[config.mk]
export PLATFORM = sky130hd
export DESIGN_NAME = phy_rx_fifo
export DESIGN_NICKNAME = d
export VERILOG_FILES = /design/src/rtl/phy_rx_fifo.sv
export SDC_FILE = /design/constraint.sdc
export NUM_CORES = 1
export LEC_CHECK = 0
export CAP_MARGIN = 25
export CORE_MARGIN = 4
export CORE_UTILIZATION = 50
export DETAILED_ROUTE_END_ITERATION = 8
export PLACE_DENSITY = 0.7
export REMOVE_ABC_BUFFERS = 1
export SYNTH_ARGS = -nofsm -noshare
export SYNTH_HDL_FRONTEND = slang
export SYNTH_SLANG_ARGS = --single-unit
[constraint.sdc]
create_clock -name clk_32f -period 9.4 [get_ports clk_32f]
set_input_delay 1.41 -clock clk_32f [delete_from_list [all_inputs] [get_ports clk_32f]]
set_output_delay 1.41 -clock clk_32f [all_outputs]
set_load 0.05 [all_outputs]
[src/rtl/phy_rx_fifo.sv]
// Receive elastic buffer between the PHY and the link layer.
// The PHY cannot be stalled, so pushes that arrive while full are dropped and counted.
module phy_rx_fifo #(
    parameter int DATA_WIDTH   = 32,
    parameter int DEPTH        = 8,
    parameter int ADDR_WIDTH   = 3,
    parameter int AFULL_THRESH = 6
) (
    input  logic                  clk_32f,
    input  logic                  reset,
    input  logic [DATA_WIDTH-1:0] data_in,
    input  logic                  valid_in,
    input  logic                  pop,
    output logic [DATA_WIDTH-1:0] data_out,
    output logic                  valid_out,
    output logic                  fifo_empty,
    output logic                  fifo_full,
    output logic                  almost_full,
    output logic [ADDR_WIDTH:0]   occupancy,
    output logic                  overflow,
    output logic                  underflow,
    output logic [7:0]            drop_count
);

    localparam logic [ADDR_WIDTH:0] DEPTH_V  = (ADDR_WIDTH+1)'(DEPTH);
    localparam logic [ADDR_WIDTH:0] AFULL_V  = (ADDR_WIDTH+1)'(AFULL_THRESH);
    localparam logic [ADDR_WIDTH:0] OCC_ZERO = '0;
    localparam logic [ADDR_WIDTH:0] OCC_ONE  = (ADDR_WIDTH+1)'(1);

    logic [DATA_WIDTH-1:0] mem [DEPTH];
    logic [ADDR_WIDTH-1:0] wr_ptr;
    logic [ADDR_WIDTH-1:0] rd_ptr;

    logic                  pop_ok;
    logic                  push_ok;
    logic                  push_drop;
    logic [ADDR_WIDTH:0]   occ_next;

    // A pop frees a slot in the same edge, so a push into a full FIFO survives when paired with a pop.
    always_comb begin
        pop_ok    = pop && (occupancy != OCC_ZERO);
        push_ok   = valid_in && (!fifo_full || pop_ok);
        push_drop = valid_in && !push_ok;
        occ_next  = occupancy;
        if (push_ok && !pop_ok) begin
            occ_next = occupancy + OCC_ONE;
        end else if (pop_ok && !push_ok) begin
            occ_next = occupancy - OCC_ONE;
        end
    end

    always_ff @(posedge clk_32f) begin
        if (push_ok && !reset) begin
            mem[wr_ptr] <= data_in;
        end
    end

    always_ff @(posedge clk_32f) begin
        if (reset) begin
            wr_ptr      <= '0;
            rd_ptr      <= '0;
            occupancy   <= '0;
            data_out    <= '0;
            valid_out   <= 1'b0;
            fifo_empty  <= 1'b1;
            fifo_full   <= 1'b0;
            almost_full <= 1'b0;
            overflow    <= 1'b0;
            underflow   <= 1'b0;
            drop_count  <= '0;
        end else begin
            if (push_ok) begin
                wr_ptr <= wr_ptr + 1'b1;
            end
            if (pop_ok) begin
                data_out <= mem[rd_ptr];
                rd_ptr   <= rd_ptr + 1'b1;
            end
            valid_out   <= pop_ok;
            occupancy   <= occ_next;
            fifo_empty  <= (occ_next == OCC_ZERO);
            fifo_full   <= (occ_next == DEPTH_V);
            almost_full <= (occ_next >= AFULL_V);
            if (push_drop) begin
                overflow <= 1'b1;
                if (drop_count != 8'hFF) begin
                    drop_count <= drop_count + 8'd1;
                end
            end
            if (pop && !pop_ok) begin
                underflow <= 1'b1;
            end
        end
    end

endmodule

==> flow_summary.yaml, run 1 <==
power_and_ir_drop:
  clock_power_share_pct: 31.5
  swShare_pct: 29.8
  p_seq_share_pct: 43.9
  power_per_cell_area_nw_per_um2: 274
  intPower_uw: 2730
  peakVddDrop_mv: 0.184
  leakage_uw: 0.00438
  p_switching_uw: 1160
  power_frac_comb_pct: 24.7
sta:
  final.period_utilization_pct: 37.8
  rsz0062_at_grt: "false"
  post-route-min-period_ps: 3550
  fmaxAchievable_mhz: 281
  timing.final.hold_violations: 0
  worst-slew-pin-transition_ps: 1020
  setup_violations: 0
  fin_setup_tns_ps: 0
  report.final.slew_viol_count: 0
  worst_clock_skew_ps: 16.2
  max-slew-margin-rel_pct: 32.3
clock_network:
  tritoncts: "built"
  clk_root_buffer_cell: "clkbuf_16"
  holdBufCountCts: 0
  clk_transition_reported_paths_ps: 60
  cts.htree.levels: 1
  cts.sink_count: 312
  ctsResizeCount: 0
  cts_made_buffers: 31
  max-clock-path-buffers: 3
  clock_latency_on_the_worst_skew_pair_ps: 560
  postCtsSetupBuffers: 0
worst_setup_path:
  start_kind: "input pin"
  crit_family: "simple AND/OR/NAND/NOR gates"
  crit_chain: "clkdlybuf4s50_1 > inv_1 > o21ai_2 > nand2_1 > or3_1 > nor2_4 > buf_16"
  worst_setup_path_startpoint: "pop"
  cp-end-kind: "flip-flop"
  arrival_ps: 3820
  slowest_delay_ps: 570
  category_of_the_most_critical_setup_path: "input pin to flip-flop"
  critical_path_depth: 7
  rr_startpoint: "occupancy[1]"
  critical_path_peak_fanout: 17
  timing.critical_path.to: "mem[3][4]"
  rr_worst_depth: 8
  cp.required_ps: 9660
  regToRegEndpoint: "mem[3][4]"
  regToRegSetupSlack_ps: 6520
  worst_path_max_delay_cell: "clkdlybuf4s50_1"
  combined_buffer_and_inverter_count_along_the_critical_path: 3
routing:
  drc_errors: 0
  via_count: 5870
  routed_wire_length_per_instance_um: 20.7
  viasPerCell: 5.56
  drt-initial-drc-count: 364
  drt_pre_antenna_iters: 5
  postRouteWirelength_um: 21800
  ant_nets: 0
global_route:
  grt_pass1_wl_um: 34400
  first_global_vias: 6120
  antenna_found_initial: 0
  largest_net_degree_at_the_start_of_global_routing: 67
  grt-ovfl-total: 0
  grt_usage_pct: 16.6
yosys:
  ys.flop_type: "edfxtp_1"
  synth_async_sr_flop_share_pct: 0
  synthCells: 619
  count_of_flip_flops_with_a_built_in_enable_after_synthesis: 256
  post_synth_instance_area_um2: 11800
  ys_ff_latch: 312
  syn-mean-instance-area_um2: 19.1
  yosysWarnings: 0
  synth.yosys.seq_area_share_pct: 74.5
  ys_types: 49
status:
  outcome: "complete, no violations"
floorplanning:
  pin_count: 86
  floorplan.die.width_um: 162
  initial_core_util_pct: 51.6
  fp-row-count: 55
  dieHeight_um: 162
  dieArea_um2: 26200
  core_region_area_um2: 22900
finish:
  area_delta_synth_final_pct: 20.0
  finalNonFillerCells: 1056
  finalNetCount: 759
  fillers: 1576
  finish.utilization_pct: 61.9
  num_antenna_cells: 0
  ff_latch_area_um2: 8820
  multi_input_area_um2: 2880
  most-common-layout-cells: "edfxtp_1 (256), clkdlybuf4s50_1 (84), mux4_2 (64)"
  final_layout_size_suffix_gt1_share_pct: 19.7
  layout_commonest_cell: "edfxtp_1"
placement:
  gp_congestion: 0.827
  port_buffers: 85
  place.detailed.instances: 995
  dp.final_hpwl_um: 12700
min_path:
  worst_hold_path_type: "flip-flop to flip-flop"
run:
  max-cap-violations: 0
-- cells in the mapped netlist, types with 6 or more instances --
library cell | count | area, um^2
clkbuf_1 | 12 | 45.0
edfxtp_1 | 256 | 7690
xnor2_1 | 7 | 61.3
nand3_1 | 6 | 30.0
mux2i_1 | 33 | 330
nand2_1 | 11 | 41.3
nor2_1 | 58 | 218
mux4_2 | 64 | 1440
buf_2 | 13 | 65.1
a211oi_1 | 32 | 240
inv_1 | 8 | 30.0
dfxtp_1 | 56 | 1120
nor3_1 | 8 | 40.0
a21oi_1 | 6 | 30.0
-- final cells by class --
cell class                      instances  area share, %
Multi-Input combinational cell        267           20.3
Sequential cell                       312           62.2
Clock buffer                           36           5.60
Clock inverter                         22           1.65
Inverter                                8          0.212
Timing Repair Buffer                   98           7.34
Tap cell                              313           2.76
-- registers in the layout (all words and copies together) (netlist names), 3 cells and up --
name,cells
data_out,32
drop_count,8
mem,256
occupancy,4
rd_ptr,3
wr_ptr,3
-- metal layers --
layer  track usage [%]  share of wire, %  vias up  wire length, um
li1                  -                 -     2679                -
met1              23.7                44     2984             9490
met5                 0                 0        -                0
met2              27.6                49      178            10700
met3              2.46               5.4       29             1190
met4              3.73               1.9        0              422
-- stage by stage --
step	hold WS [ps]	instance area [um^2]	setup slack [ps]	power (uW)
final	457	14200	5850	3890
after global routing	492	14200	5660	4060
after detailed placement	454	13100	5040	2710
after floorplan	492	11700	4560	2420
after global placement	433	13000	5090	2690
after CTS	466	14100	5610	3940
-- logic make-up (layout without fill, tap and decap cells) --
group / after synthesis / after routing / share of synthesized area [%]
buffers and inverters: 40 / 164 / 1.66
muxes: 97 / 97 / 15.0
DFF: 312 / 312 / 74.5
and+or+nand+nor: 101 / 101 / 4.08
AOI/OAI and AO/OA: 53 / 53 / 3.41
adders and majority gates: 5 / 5 / 0.529
xor gates and xnor gates: 11 / 11 / 0.815
-- power groups by stage --
stage | Clock [uW] | Combinational, uW | Sequential [uW]
2_1_floorplan | 0 | 439 | 1990
3_3_place_gp | 0 | 956 | 1730
3_5_place_dp | 0 | 968 | 1740
4_1_cts | 1250 | 972 | 1710
5_1_grt | 1310 | 1030 | 1730
6_report | 1220 | 960 | 1710
-- worst min-delay path, stage by stage, from the launching register on --
cell and delay (ps):
dfxtp_1 310, inv_1 50, a21oi_1 50
-- worst min path at each step --
stage / end / slack [ps] / cells past startpoint / start
2_1_floorplan: wr_ptr[1] / 490 / 2 / wr_ptr[1]
5_1_grt: overflow / 490 / 2 / overflow
3_5_place_dp: underflow / 450 / 2 / underflow
3_3_place_gp: overflow / 430 / 2 / overflow
6_report: overflow / 460 / 2 / overflow
4_1_cts: overflow / 470 / 2 / overflow
Power figures use the tool's default switching activity.
==> run 2: changes to the inputs <==
--- a/config.mk
+++ b/config.mk
@@ -9,7 +9,7 @@
 export CORE_MARGIN = 4
 export CORE_UTILIZATION = 50
 export DETAILED_ROUTE_END_ITERATION = 8
-export PLACE_DENSITY = 0.7
+export PLACE_DENSITY = 0.72
 export REMOVE_ABC_BUFFERS = 1
 export SYNTH_ARGS = -nofsm -noshare
 export SYNTH_HDL_FRONTEND = slang
==> constraint.sdc (replaced) <==
create_clock -name clk_32f -period 3.1 [get_ports clk_32f]
set_input_delay 0.465 -clock clk_32f [delete_from_list [all_inputs] [get_ports clk_32f]]
set_output_delay 0.465 -clock clk_32f [all_outputs]
set_load 0.05 [all_outputs]
==> run 2 against run 1 <==
Flip-flop and latch count unchanged. Critical path depth up 1. Worst setup slack worse by 5400 ps. Worst hold slack worse by 290 ps. Clock power rose to 3.1 times the previous value. Power rose to 3.1 times the previous value. Critical endpoint is now mem[2][21].
==> flow_summary.yaml, run 2 (synthesized netlist as in run 1, its figures left out) <==
sta:
  setup_violations: 0
  max-slew-margin-rel_pct: 35.9
  timing.final.hold_violations: 0
  report.final.slew_viol_count: 0
  rsz0062_at_grt: "false"
  post-route-min-period_ps: 2700
  fin_setup_tns_ps: 0
  worst-slew-pin-transition_ps: 961
  fmaxAchievable_mhz: 371
  final.period_utilization_pct: 87.0
  worst_clock_skew_ps: 12.9
run:
  max-cap-violations: 0
min_path:
  worst_hold_path_type: "input pin to flip-flop"
  hold_path_startpoint: "reset"
global_route:
  first_global_vias: 6240
  antenna_found_initial: 0
  grt-ovfl-total: 0
  grt_pass1_wl_um: 36000
  grt_usage_pct: 17.4
  largest_net_degree_at_the_start_of_global_routing: 68
finish:
  layout_commonest_cell: "edfxtp_1"
  finish.utilization_pct: 62.4
  max_ffs_per_register: 256
  multi_input_area_um2: 2880
  finalNetCount: 774
  num_antenna_cells: 0
  registers_with_the_most_flip_flops: "mem (256), data_out (32), drop_count (8)"
  final_layout_size_suffix_gt1_share_pct: 21.5
  area_delta_synth_final_pct: 20.9
  ff_latch_area_um2: 8820
  most-common-layout-cells: "edfxtp_1 (256), clkdlybuf4s50_1 (84), mux4_2 (64)"
  fillers: 1566
  largest-register: "mem"
placement:
  port_buffers: 85
  dp.final_hpwl_um: 14700
  gp_congestion: 0.868
routing:
  ant_nets: 0
  viasPerCell: 5.59
  drt_pre_antenna_iters: 6
  drc_errors: 0
  drt-initial-drc-count: 475
  routed_wire_length_per_instance_um: 21.4
  via_count: 5967
  postRouteWirelength_um: 22900
floorplanning:
  floorplan.die.width_um: 162
  dieArea_um2: 26200
  initial_core_util_pct: 51.6
  fp-row-count: 55
  dieHeight_um: 162
  pin_count: 86
  core_region_area_um2: 22900
clock_network:
  ctsResizeCount: 0
  clk_root_buffer_cell: "clkbuf_16"
  tritoncts: "built"
  cts.sink_count: 312
  max-clock-path-buffers: 3
  postCtsSetupBuffers: 0
  clock_latency_on_the_worst_skew_pair_ps: 540
  clk_transition_reported_paths_ps: 60
  holdBufCountCts: 0
  cts.htree.levels: 1
  cts_made_buffers: 30
power_and_ir_drop:
  peakVddDrop_mv: 0.477
  power_per_cell_area_nw_per_um2: 835
  leakage_uw: 0.00446
  p_seq_share_pct: 43.1
  clock_power_share_pct: 31.3
  power_frac_comb_pct: 25.6
  swShare_pct: 29.5
  p_switching_uw: 3520
  intPower_uw: 8420
  power_uw: 11900
worst_setup_path:
  crit_chain: "inv_1 > ha_1 > nor3b_4 > o21ai_2 > nand2_1 > or3_1 > nor2_4 > buf_4"
  rr_startpoint: "occupancy[0]"
  worst_setup_path_startpoint: "occupancy[0]"
  critical_path_peak_fanout: 9
  arrival_ps: 2940
  start_kind: "flip-flop"
  cp.required_ps: 3350
  category_of_the_most_critical_setup_path: "flip-flop to flip-flop"
  cp-end-kind: "flip-flop"
  worst_path_max_delay_cell: "or3_1"
  slowest_delay_ps: 500
status:
  outcome: "complete, no violations"
-- run 2: worst max-delay path, delay by kind of cell (launching register included) --
family	cells	cell delay (ps)
simple gates	4	1200
buf+inv	2	360
fa+ha+maj	1	260
compound gates	1	200
flops	1	400
-- run 2: worst paths after layout --
check	depth (start not counted)	slack [ps]	endpoint
setup / recovery	8	400	mem[2][21]
hold / removal	2	170	wr_ptr[1]
setup reg to reg	8	400	mem[2][21]
hold reg to reg	2	450	overflow
-- run 2: per-layer routing --
layer  up-vias  routed length (um)  GRT usage, %
li1       2707                   -             -
met1      3057                9890          24.4
met2       179               11600          29.7
met3        24                1110          2.72
met4         0                 317          3.54
met5         -                   0             0
-- run 2: through the flow --
stage / instances / instance area, um^2 / worst slack, ps / hold WS (ps)
after global routing: 1068 / 14300 / 247 / 170
after floorplan: 587 / 11700 / -1490 / 492
after global placement: 1014 / 13300 / 189 / 432
final: 1068 / 14300 / 402 / 171
after CTS: 1068 / 14300 / 380 / 154
after detailed placement: 1014 / 13300 / 94.9 / 440
-- run 2: power by group through the flow --
stage	Combinational (uW)	Sequential, uW	Clock (uW)
6_report	3060	5140	3740
3_5_place_dp	3090	5230	0
2_1_floorplan	1330	6020	0
4_1_cts	3100	5150	3810
5_1_grt	3270	5190	4010
3_3_place_gp	3040	5220	0
-- run 2: layout make-up --
type	instances	area share [%]
clock buffers	32	5.31
clock inverters	22	1.88
inverters	8	0.210
multi-input cells	267	20.1
flip-flops and latches	312	61.7
well taps	313	2.74
repair buffers	114	8.05
==> run 3: changes to the inputs <==
--- a/config.mk
+++ b/config.mk
@@ -8,6 +8,7 @@
 export CAP_MARGIN = 25
 export CORE_MARGIN = 4
 export CORE_UTILIZATION = 50
+export CTS_CLUSTER_SIZE = 16
 export DETAILED_ROUTE_END_ITERATION = 8
 export PLACE_DENSITY = 0.72
 export REMOVE_ABC_BUFFERS = 1
==> run 3 against run 2 <==
Critical endpoint unchanged. Non-clock buffer count is the same. Critical path depth unchanged. Highest routed layer unchanged. Clock skew grew 1.2 ps. Wire length about the same.
==> flow_summary.yaml, run 3 (synthesized netlist as in run 1, its figures left out) <==
status:
  outcome: "complete, no violations"
routing:
  postRouteWirelength_um: 22900
  drt_pre_antenna_iters: 5
  ant_nets: 0
  via_count: 5970
  routed_wire_length_per_instance_um: 21.4
  viasPerCell: 5.59
  drt-initial-drc-count: 544
  drc_errors: 0
floorplanning:
  initial_core_util_pct: 51.6
  core_region_area_um2: 22900
  fp-row-count: 55
  floorplan.die.width_um: 162
  pin_count: 86
  dieArea_um2: 26200
  dieHeight_um: 162
sta:
  worst-slew-pin-transition_ps: 956
  final_critical_path_setup_slack_ps: 411
  rsz0062_at_grt: "false"
  post-route-min-period_ps: 2690
  timing.hold.ws_ps: 171
  report.final.slew_viol_count: 0
  max-slew-margin-rel_pct: 36.3
  worst_clock_skew_ps: 14.1
  setup_violations: 0
  fmaxAchievable_mhz: 372
  timing.final.hold_violations: 0
  final.period_utilization_pct: 86.7
finish:
  final_layout_size_suffix_gt1_share_pct: 21.5
  most-common-layout-cells: "edfxtp_1 (256), clkdlybuf4s50_1 (84), mux4_2 (64)"
  registers_with_the_most_flip_flops: "mem (256), data_out (32), drop_count (8)"
  largest-register: "mem"
  finalNetCount: 774
  area_delta_synth_final_pct: 21.1
  num_antenna_cells: 0
  layout_commonest_cell: "edfxtp_1"
  max_ffs_per_register: 256
worst_setup_path:
  cp.required_ps: 3350
  category_of_the_most_critical_setup_path: "flip-flop to flip-flop"
  arrival_ps: 2930
  critical_path_peak_fanout: 9
  start_kind: "flip-flop"
  cp-end-kind: "flip-flop"
placement:
  place_worst_setup_slack_ps: 94.9
  dp.final_hpwl_um: 14700
  gp_congestion: 0.868
  port_buffers: 85
global_route:
  antenna_found_initial: 0
  grt-ovfl-total: 0
  largest_net_degree_at_the_start_of_global_routing: 68
  grt_pass1_wl_um: 36000
  first_global_vias: 6236
  grt_usage_pct: 17.5
clock_network:
  tritoncts: "built"
  clock_latency_on_the_worst_skew_pair_ps: 540
  postCtsSetupBuffers: 0
  clk_transition_reported_paths_ps: 60
  holdBufCountCts: 0
  cts_made_buffers: 30
  max-clock-path-buffers: 3
  ctsResizeCount: 0
  clk_root_buffer_cell: "clkbuf_16"
  cts.htree.levels: 1
  cts.sink_count: 312
power_and_ir_drop:
  leakage_uw: 0.00447
  peakVddDrop_mv: 0.483
  power_per_cell_area_nw_per_um2: 840
run:
  max-cap-violations: 0
min_path:
  worst_hold_path_type: "input pin to flip-flop"
run 3: changes by cell type in the layout (fill, tap and decap cells not counted), sizes merged:
cell / previous run / this run
clkinv: 14 / 12
bufinv: 6 / 7
clkbuf: 32 / 33
run 3: area by class of cell:
class | count | area [um^2]
Fill cell | 1568 | 8600
Clock inverter | 21 | 290
Timing Repair Buffer | 114 | 1150
Clock buffer | 33 | 762
Multi-Input combinational cell | 267 | 2880
Sequential cell | 312 | 8820
Inverter | 8 | 30.0
Tap cell | 313 | 392
run 3: power by group:
part / leakage [uW] / internal, uW / switching, uW
Combinational: 0.00119 / 1310 / 1740
Clock: 0.000511 / 2350 / 1480
Sequential: 0.00277 / 4850 / 295
run 3: layer usage:
layer | GRT usage, % | vias to the layer above | share of wire (%)
li1 | - | 2707 | -
met1 | 24.5 | 3061 | 43
met2 | 29.7 | 178 | 50
met3 | 2.72 | 24 | 5.2
met4 | 3.54 | 0 | 1.4
met5 | 0 | - | 0
run 3: path summary, 6_finish.rpt:
check	startpoint	end	slack, ps	depth (start not counted)
max	occupancy[0]	mem[2][21]	410	8
min	reset	wr_ptr[1]	170	2
max reg2reg	occupancy[0]	mem[2][21]	410	8
min reg2reg	overflow	overflow	450	2
run 3: stage by stage:
| step | setup TNS [ps] | instances | util, % | area [um^2] | total power (uW) |
|---|---|---|---|---|---|
| 2_1_floorplan | -202820 | 587 | - | 11700 | 7350 |
| 3_3_place_gp | 0 | 1014 | 57.9 | 13300 | 8260 |
| 3_5_place_dp | 0 | 1014 | 57.9 | 13300 | 8320 |
| 4_1_cts | 0 | 1068 | 62.5 | 14300 | 12100 |
| 5_1_grt | 0 | 1068 | 62.5 | 14300 | 12600 |
| 6_report | 0 | 1068 | 62.5 | 14300 | 12000 |
run 3: critical path, stage by stage, from the launching register on:
cell and delay (ps):
dfxtp_1 400, inv_1 120, ha_1 260, nor3b_4 190, o21ai_2 190, nand2_1 140, or3_1 490, nor2_4 370
buf_4 230
